==> src/rtl/clk_div_prog.sv <==
// clk_div_prog: a programmable clock divider with NUM_CH independent channels.
// Each channel divides i_clk by a ratio N that can be changed at run time.
// For each channel it gives a divided clock with roughly 50% duty, and a
// one-cycle tick on that clock's rising edge.
//
// Ports
//   i_clk      system clock; all logic runs on its posedge
//   i_reset    synchronous, active-high reset
//   i_en       per-channel run enable
//   i_sync     pulse that restarts all enabled channels in phase
//   i_load     pulse that writes i_div_val to the shadow ratio of i_ch_sel
//   i_ch_sel   target channel for i_load
//   i_div_val  new ratio N (must be >= 2)
//   o_clk_out  divided outputs (registered)
//   o_tick     one-cycle pulse on each o_clk_out rising edge (registered)
//   o_err      one-cycle pulse when the previous cycle's load was rejected

module clk_div_ch #(
  parameter int CNT_W   = 16,
  parameter int DEF_DIV = 2
) (
  input  logic             i_clk,
  input  logic             i_reset,
  input  logic             i_en,
  input  logic             i_sync,
  input  logic             i_ld,
  input  logic [CNT_W-1:0] i_div,
  output logic             o_clk,
  output logic             o_tick
);
  logic [CNT_W-1:0] r_shadow, r_active, r_cnt;
  logic             r_clk, r_tick;
  logic             w_wrap, w_swap;
  logic [CNT_W-1:0] w_act_nxt, w_half, w_cnt_nxt;

  assign w_wrap = (r_cnt == r_active - CNT_W'(1));
  // The active ratio takes the shadow value at any period boundary: a wrap,
  // a sync, or while the channel is parked. This uses the pre-load shadow,
  // so a load in the same cycle only takes effect at the following wrap.
  assign w_swap    = w_wrap || i_sync || !i_en;
  assign w_act_nxt = w_swap ? r_shadow : r_active;
  assign w_half    = w_act_nxt - (w_act_nxt >> 1);  // ceil(N/2)

  // A disabled channel parks at N-1 of the ratio it will run next. That way
  // the first enabled edge is a wrap and gives a tick straight away.
  always_comb begin
    w_cnt_nxt = r_cnt + CNT_W'(1);
    if (!i_en)                w_cnt_nxt = w_act_nxt - CNT_W'(1);
    else if (i_sync || w_wrap) w_cnt_nxt = '0;
  end

  always_ff @(posedge i_clk) begin
    if (i_reset) begin
      r_shadow <= CNT_W'(DEF_DIV);
      r_active <= CNT_W'(DEF_DIV);
      r_cnt    <= CNT_W'(DEF_DIV - 1);
      r_clk    <= 1'b0;
      r_tick   <= 1'b0;
    end else begin
      if (i_ld) r_shadow <= i_div;
      r_active <= w_act_nxt;
      r_cnt    <= w_cnt_nxt;
      r_clk    <= i_en && (w_cnt_nxt < w_half);
      r_tick   <= i_en && (w_cnt_nxt == '0);
    end
  end

  assign o_clk  = r_clk;
  assign o_tick = r_tick;
endmodule

module clk_div_prog #(
  parameter int NUM_CH  = 4,
  parameter int CNT_W   = 16,
  parameter int DEF_DIV = 2,
  localparam int CH_W   = $clog2(NUM_CH)
) (
  input  logic              i_clk,
  input  logic              i_reset,
  input  logic [NUM_CH-1:0] i_en,
  input  logic              i_sync,
  input  logic              i_load,
  input  logic [CH_W-1:0]   i_ch_sel,
  input  logic [CNT_W-1:0]  i_div_val,
  output logic [NUM_CH-1:0] o_clk_out,
  output logic [NUM_CH-1:0] o_tick,
  output logic              o_err
);
  // Widened by one bit so the range check still works when NUM_CH is a power of 2.
  localparam logic [CH_W:0] NCH = (CH_W + 1)'(NUM_CH);

  logic              w_ld_ok;
  logic [NUM_CH-1:0] w_ld;
  logic              r_err;

  assign w_ld_ok = (i_div_val >= CNT_W'(2)) && ({1'b0, i_ch_sel} < NCH);

  genvar g;
  generate
    for (g = 0; g < NUM_CH; g++) begin : g_ch
      assign w_ld[g] = i_load && w_ld_ok && (i_ch_sel == CH_W'(g));
      clk_div_ch #(.CNT_W(CNT_W), .DEF_DIV(DEF_DIV)) u_ch (
        .i_clk  (i_clk),
        .i_reset(i_reset),
        .i_en   (i_en[g]),
        .i_sync (i_sync),
        .i_ld   (w_ld[g]),
        .i_div  (i_div_val),
        .o_clk  (o_clk_out[g]),
        .o_tick (o_tick[g])
      );
    end
  endgenerate

  always_ff @(posedge i_clk) begin
    if (i_reset) r_err <= 1'b0;
    else         r_err <= i_load && !w_ld_ok;
  end

  assign o_err = r_err;
endmodule
==> config.mk <==
export PLATFORM = sky130hd
export DESIGN_NAME = clk_div_prog
export DESIGN_NICKNAME = d
export VERILOG_FILES = /design/src/rtl/clk_div_prog.sv
export SDC_FILE = /design/constraint.sdc
export NUM_CORES = 1
export LEC_CHECK = 0
export BUFFER_PORTS_ARGS = -buffer_cell sky130_fd_sc_hd__buf_4
export CORE_UTILIZATION = 40
export CTS_BUF_LIST = sky130_fd_sc_hd__clkbuf_8
export DETAILED_ROUTE_END_ITERATION = 8
export SLEW_MARGIN = 20
export SYNTH_ARGS = -nofsm -noshare
export SYNTH_HDL_FRONTEND = slang
export SYNTH_HIERARCHICAL = 1
export SYNTH_SLANG_ARGS = --single-unit
==> constraint.sdc <==
create_clock -name i_clk -period 6 [get_ports i_clk]
set_input_delay 0.3 -clock i_clk [delete_from_list [all_inputs] [get_ports i_clk]]
set_output_delay 0.3 -clock i_clk [all_outputs]
set_load 0.03 [all_outputs]
Yosys cells after proc, flatten, opt, wreduce, memory -nomap -nowiden
Cells that the tools add are included.

Register bits: 201. Bits in latches: 0. Bits in writable memories: 0. Memory bits (read-only): 0. Input bits: 26. Output and inout bits: 9. Word-level logic and storage cells: 93. Memories kept: 0.

Add/subtract/negate cells: 16. Multipliers: 0. Div/mod/pow operators: 0. Order comparisons: 5. Equality and inequality tests: 7. Shifts and indexed selects: 0. Muxes and demuxes: 12. Bitwise operators: 0. Reductions and logical operators: 32.

Operators with widths (number): $mux 16 (12); $sub 16x1->16 const B (8); $add 16x1->16 const B (4); $eq 16x16->1 (4); $logic_not 16->1 (4); $lt 16x16->1 (4); $sub 16x15->16 (4); $ge 16x2->1 const B (1); $logic_and 1x1->1 (14); $logic_or 1x1->1 (8); $logic_not 1->1 (5); $eq 2x2->1 const B (2); $eq 2x1->1 const B (1); $logic_not 2->1 (1).

Longest topological paths before layout
Depth in word-level cells: 9. Gate-level depth with buffers: 34. Mapped depth without buffers: 32.

Hierarchy
Netlist, hierarchy kept.

Modules (own cells, without submodules): clk_div_ch at g_ch[1].u_ch ... (instances 2, cells each 529, area each 4360.4 um^2, sequential area each 1001.0 um^2); clk_div_ch at g_ch[0].u_ch (instances 1, cells each 528, area each 4408.0 um^2, sequential area each 1001.0 um^2); clk_div_ch at g_ch[3].u_ch (instances 1, cells each 506, area each 4251.6 um^2, sequential area each 1001.0 um^2); clk_div_prog (instances 1, cells each 12, area each 103.8 um^2, sequential area each 20.0 um^2).

Least setup slack after synthesis
Ideal clock, no wire load.

Path kind: flip-flop to flip-flop. Start: register g_ch[3].u_ch.r_active[0]. End: register g_ch[3].u_ch.r_clk. Library setup time: 0.091 ns. Data arrival time: 6.124 ns. Required time: 5.909 ns. Setup slack: -0.215 ns. Cell stages (with the launch flop): 29. Path buffers: 2. Clock period less this slack: 6.215 ns. Path through: dfxtp_1 -> inv_1 -> ha_1 -> or3b_2 -> or3_1 -> a21oi_1 -> o31a_1 -> nor4_1 -> a21boi_1 -> buf_4 -> buf_1 -> mux2i_1 -> ha_1 -> a21oi_1 -> o21ai_0 -> a21oi_1 -> o21ai_0 -> nand2b_1 -> a221oi_1 -> a221o_1 -> o31ai_1 -> a221oi_1 -> xor2_1 -> ha_1 -> nand4_1 -> nor3_1 -> a2111oi_0 -> o21ai_0 -> a311oi_1.

Word-level cells in the longest chain between the ends: 9. Elaborated cells on any way between the ends: 11. Classes of those cells: add/sub: 3; order compare: 1; eq/ne: 1; mux: 3; reduce/logical: 3.

Ends and longest elaborated chain: start, declared (RTL line 31) `logic [CNT_W-1:0] r_shadow, r_active, r_cnt;`; start signal, assigned (RTL line 55) `r_active <= CNT_W'(DEF_DIV);`; start signal, assigned (RTL line 61) `r_active <= w_act_nxt;`; $sub 16x1->16 (RTL line 36) `assign w_wrap = (r_cnt == r_active - CNT_W'(1));`; $eq 16x16->1 (RTL line 36); $logic_or 1x1->1 (RTL line 40, 49); $logic_or 1x1->1 (RTL line 40) `assign w_swap = w_wrap || i_sync || !i_en;`; $mux 16 (RTL line 41) `assign w_act_nxt = w_swap ? r_shadow : r_active;`; $sub 16x1->16 (RTL line 48) `if (!i_en) w_cnt_nxt = w_act_nxt - CNT_W'(1);`; $mux 16 (RTL line 48); $lt 16x16->1 * (RTL line 63) `r_clk <= i_en && (w_cnt_nxt < w_half);`; $logic_and 1x1->1 * (RTL line 63); end signal, assigned (RTL line 63); end, declared (RTL line 32) `logic r_clk, r_tick;`.

Mark *: on every way between the ends. The rest lies on a longest branch, timed or not. A chain may end at the register's enable or synchronous reset.

Worst setup path after layout
Start: register g_ch[3].u_ch.r_active[0]. End: register g_ch[3].u_ch.r_clk.

Word-level cells in the longest chain between the ends: 9. Elaborated cells on any way between the ends: 11. Classes of those cells: add/sub: 3; order compare: 1; eq/ne: 1; mux: 3; reduce/logical: 3.

Ends and longest elaborated chain: $sub 16x1->16 * (RTL line 36); $eq 16x16->1 * (RTL line 36); $logic_or 1x1->1 * (2 in series) (RTL line 40); $mux 16 * (RTL line 41); via g_ch[3].u_ch.w_act_nxt[2] (RTL line 34) `logic [CNT_W-1:0] w_act_nxt, w_half, w_cnt_nxt;`; $sub 16x1->16 (RTL line 48); $mux 16 (RTL line 48); $lt 16x16->1 * (RTL line 63); $logic_and 1x1->1 * (RTL line 63).

Mark *: on every way through the listed nets, which the timed path passes. The rest lies on a longest branch.

==> impl_metrics.env <==
export IMPL_clkLatencyLatePin_ns=0.57
export IMPL_die_x_um=211
export IMPL_power_density_nw_per_um2=233
export IMPL_slowest_stage="or4_4"
export IMPL_maxSlewHeadroom=0.265
export IMPL_netlist_area_um2=17500
export IMPL_yosysWarnings=6
export IMPL_dp_cells=2798
export IMPL_area_growth_pct=17.5
export IMPL_ant_nets=0
export IMPL_insertedDiodeCount=0
export IMPL_cp_slowest_stage_delay_ns=0.52
export IMPL_worstPathRequired_ns=6.47
export IMPL_num_vias=15600
export IMPL_fp_dieArea_um2=44600
export IMPL_path_max_fanout=4
export IMPL_floorplan_initialDensity=0.406
export IMPL_yosysUniqueCellTypes=99
export IMPL_instances_no_fill=2881
export IMPL_finalCriticalPeriod_ns=5.86
export IMPL_cts_root_buffer="clkbuf_8"
export IMPL_synth_nets=2350
export IMPL_fin_crit_sh=0.976
export IMPL_cts_max_path_buffers=3
export IMPL_hold_path_end="o_err$_SDFF_PP0_"
export IMPL_fp_coreArea_um2=43100
export IMPL_drive_gt1_frac=0.173
export IMPL_io_pins=35
export IMPL_wirelength_mm=50.3
export IMPL_r2r_end="g_ch[3].u_ch/o_clk$_SDFF_PP0_"
export IMPL_numCtsBuffers=39
export IMPL_finalClockSkew_ns=0.0170
export IMPL_htreeDepth=2
export IMPL_fin_util=0.477
export IMPL_status="complete, no violations"
export IMPL_vias_per_cell=5.42
export IMPL_grt_pass1_wl_mm=79.3
export IMPL_final_hold_viol_count=0
export IMPL_synth_seq_area_share=0.230
export IMPL_min_delay_start="i_load"
export IMPL_whs_path_depth=2
export IMPL_power_leakage_nw=9.18
export IMPL_io_buffers=34
export IMPL_ff2ff_setup_slack_ns=0.14
export IMPL_r2r_start="g_ch[3].u_ch/r_active[0]$_SDFF_PP0_"
export IMPL_rsz0062_at_grt="true"
export IMPL_syn_area_per_cell_um2=8.31
export IMPL_first_iter_violations=1139
export IMPL_synthArstFlopShare=0
export IMPL_synth_seq_cells=201
export IMPL_worstPathArrival_ns=6.33
export IMPL_grt_pass1_vias=15200
export IMPL_hpwl_mm=38.7
export IMPL_synthCells=2104
export IMPL_die_h_um=211
export IMPL_ir_worst_vdd_v=0.000123
export IMPL_worst_slew_pin_slew_ns=1.10
export IMPL_cts_sinks=201
export IMPL_cp_common_cell="a21oi_2"
export IMPL_drcViolationCount=0
export IMPL_grt_overflow=0
export IMPL_worst_setup_path_start_kind="register"
export IMPL_cts_tree="yes"
export IMPL_rr_worst_depth=30
export IMPL_synth_edf_count=0
export IMPL_antenna_found_initial=0
export IMPL_globalplace_congestion=0.947
export IMPL_num_rows=76
export IMPL_routedWlPerCell_um=17.5
export IMPL_worstSetupStartpoint="g_ch[3].u_ch/r_active[0]$_SDFF_PP0_"
export IMPL_clkTransAtPathRegs_ns=0.06
export IMPL_path_class="reg -> reg"
export IMPL_grt_max_degree=80
export IMPL_setup_viol=0
export IMPL_num_nets_final=2515
export IMPL_dr_pass1_iters=5
export IMPL_maxCapViolations=0
export IMPL_maxSlewViolCount=0
export IMPL_fmax_ghz=0.171
export IMPL_synth_ff_type="dfxtp_1"
export IMPL_hp_class="in -> reg"
export IMPL_grtUsageTotal=0.222
export IMPL_worstSetupEndpointType="register"
[state kept, by name, indices dropped and copies added, names as in the netlist]
name / cells
g_ch.u_ch/o_clk: 4
g_ch.u_ch/o_tick: 4
g_ch.u_ch/r_active: 64
g_ch.u_ch/r_cnt: 64
g_ch.u_ch/r_shadow: 64
o_err: 1
[power breakdown]
part	internal [mW]	switching, mW
combinational	0.818	0.948
clock	0.861	0.653
sequential	1.40	0.0953
[worst max path at each step]
stage / to / slack [ns]
floorplan: g_ch[3].u_ch/o_clk$_SDFF_PP0_ / 0.007
finish: g_ch[3].u_ch/o_clk$_SDFF_PP0_ / 0.14
CTS: g_ch[3].u_ch/o_clk$_SDFF_PP0_ / 0.02
global route: g_ch[3].u_ch/o_clk$_SDFF_PP0_ / -0.14
global placement: g_ch[3].u_ch/o_clk$_SDFF_PP0_ / 0.08
detailed placement: g_ch[3].u_ch/o_clk$_SDFF_PP0_ / -0.05
[cells in the final DEF (no fill, tap or decap), drive strengths merged, types with 24 or more instances in the layout]
cell	count
dfxtp	201
mux2i	125
or3	24
nand4	28
xnor2	134
and2	42
nand3	75
clkbuf	49
buf	204
o22ai	36
xor2	89
ha	216
nor2	236
nand2b	24
o21ai	69
nor3	45
nor2b	51
nor4	25
a21oi	73
nand2	102
inv	143
[repair_timing]
action                                  CTS  global route
resized for setup                         6            74
endpoints found under the setup margin    1             4
setup buffers                             0            15
hold buffers                              0             0
pin swaps                                 1            41
[cells by family (layout without fill, tap and decap cells)]
logic type	after synthesis	count (layout)	synth area share
xor+xnor	223	223	0.112
fa+ha+maj	221	221	0.160
mux	126	126	0.0722
simple gates	750	750	0.224
flops	201	201	0.230
buf+inv	213	405	0.0481
compound gates	370	370	0.154
[area by class of cell]
type | instances | area [um2]
Clock inverter | 19 | 156
Sequential cell | 201 | 4020
Multi-Input combinational cell | 1690 | 12900
Clock buffer | 49 | 674
Inverter | 133 | 499
Tap cell | 585 | 732
Fill cell | 4165 | 22500
Timing Repair Buffer | 204 | 1560
[stage by stage]
| step | TNS [ns] | power [mW] | setup slack, ns | instance area [um2] | hold slack, ns |
|---|---|---|---|---|---|
| 6_report | 0 | 4.78 | 0.141 | 20600 | 0.0387 |
| 5_1_grt | -0.220 | 5.06 | -0.144 | 20600 | 0.00829 |
| 4_1_cts | 0 | 4.73 | 0.0177 | 20200 | 0.00635 |
| 3_5_place_dp | -0.0469 | 3.20 | -0.0469 | 19300 | 0.473 |
| 3_3_place_gp | 0 | 3.17 | 0.0812 | 19300 | 0.457 |
| 2_1_floorplan | 0 | 2.72 | 0.00701 | 17500 | 0.369 |
[layer usage]
metal	global-route usage	wire (um)	vias to the layer above
li1	-	-	7766
met2	0.364	23000	350
met4	0.0862	1700	0
met5	0	0	-
met3	0.0294	2340	97
met1	0.295	23200	7408
[worst max-delay path, delay by kind of cell, from the launching register on]
| family | cells | cell delay, ns |
|---|---|---|
| adders and majority gates | 3 | 0.93 |
| and+or+nand+nor | 5 | 1.19 |
| buffers and inverters | 3 | 0.27 |
| DFF | 1 | 0.32 |
| xor gates and xnor gates | 1 | 0.10 |
| AOI/OAI and AO/OA | 18 | 2.98 |
[cells in the mapped netlist, types with 19 or more instances]
| cell | instances | area [um2] |
|---|---|---|
| nand2_1 | 100 | 375 |
| inv_1 | 132 | 495 |
| mux2i_1 | 125 | 1250 |
| nand4_1 | 28 | 175 |
| ha_1 | 216 | 2700 |
| o21ai_0 | 62 | 310 |
| dfxtp_1 | 201 | 4020 |
| nor2_1 | 236 | 886 |
| nand2b_1 | 24 | 150 |
| nor2b_1 | 51 | 319 |
| nand3_1 | 75 | 375 |
| nor3_1 | 44 | 220 |
| or3_1 | 24 | 150 |
| o22ai_1 | 35 | 219 |
| xnor2_1 | 134 | 1170 |
| xor2_1 | 89 | 780 |
| clkbuf_1 | 55 | 206 |
| and2_1 | 42 | 263 |
| a21oi_1 | 73 | 365 |
| nor4_1 | 19 | 119 |
(Power assumes the default switching activity.)
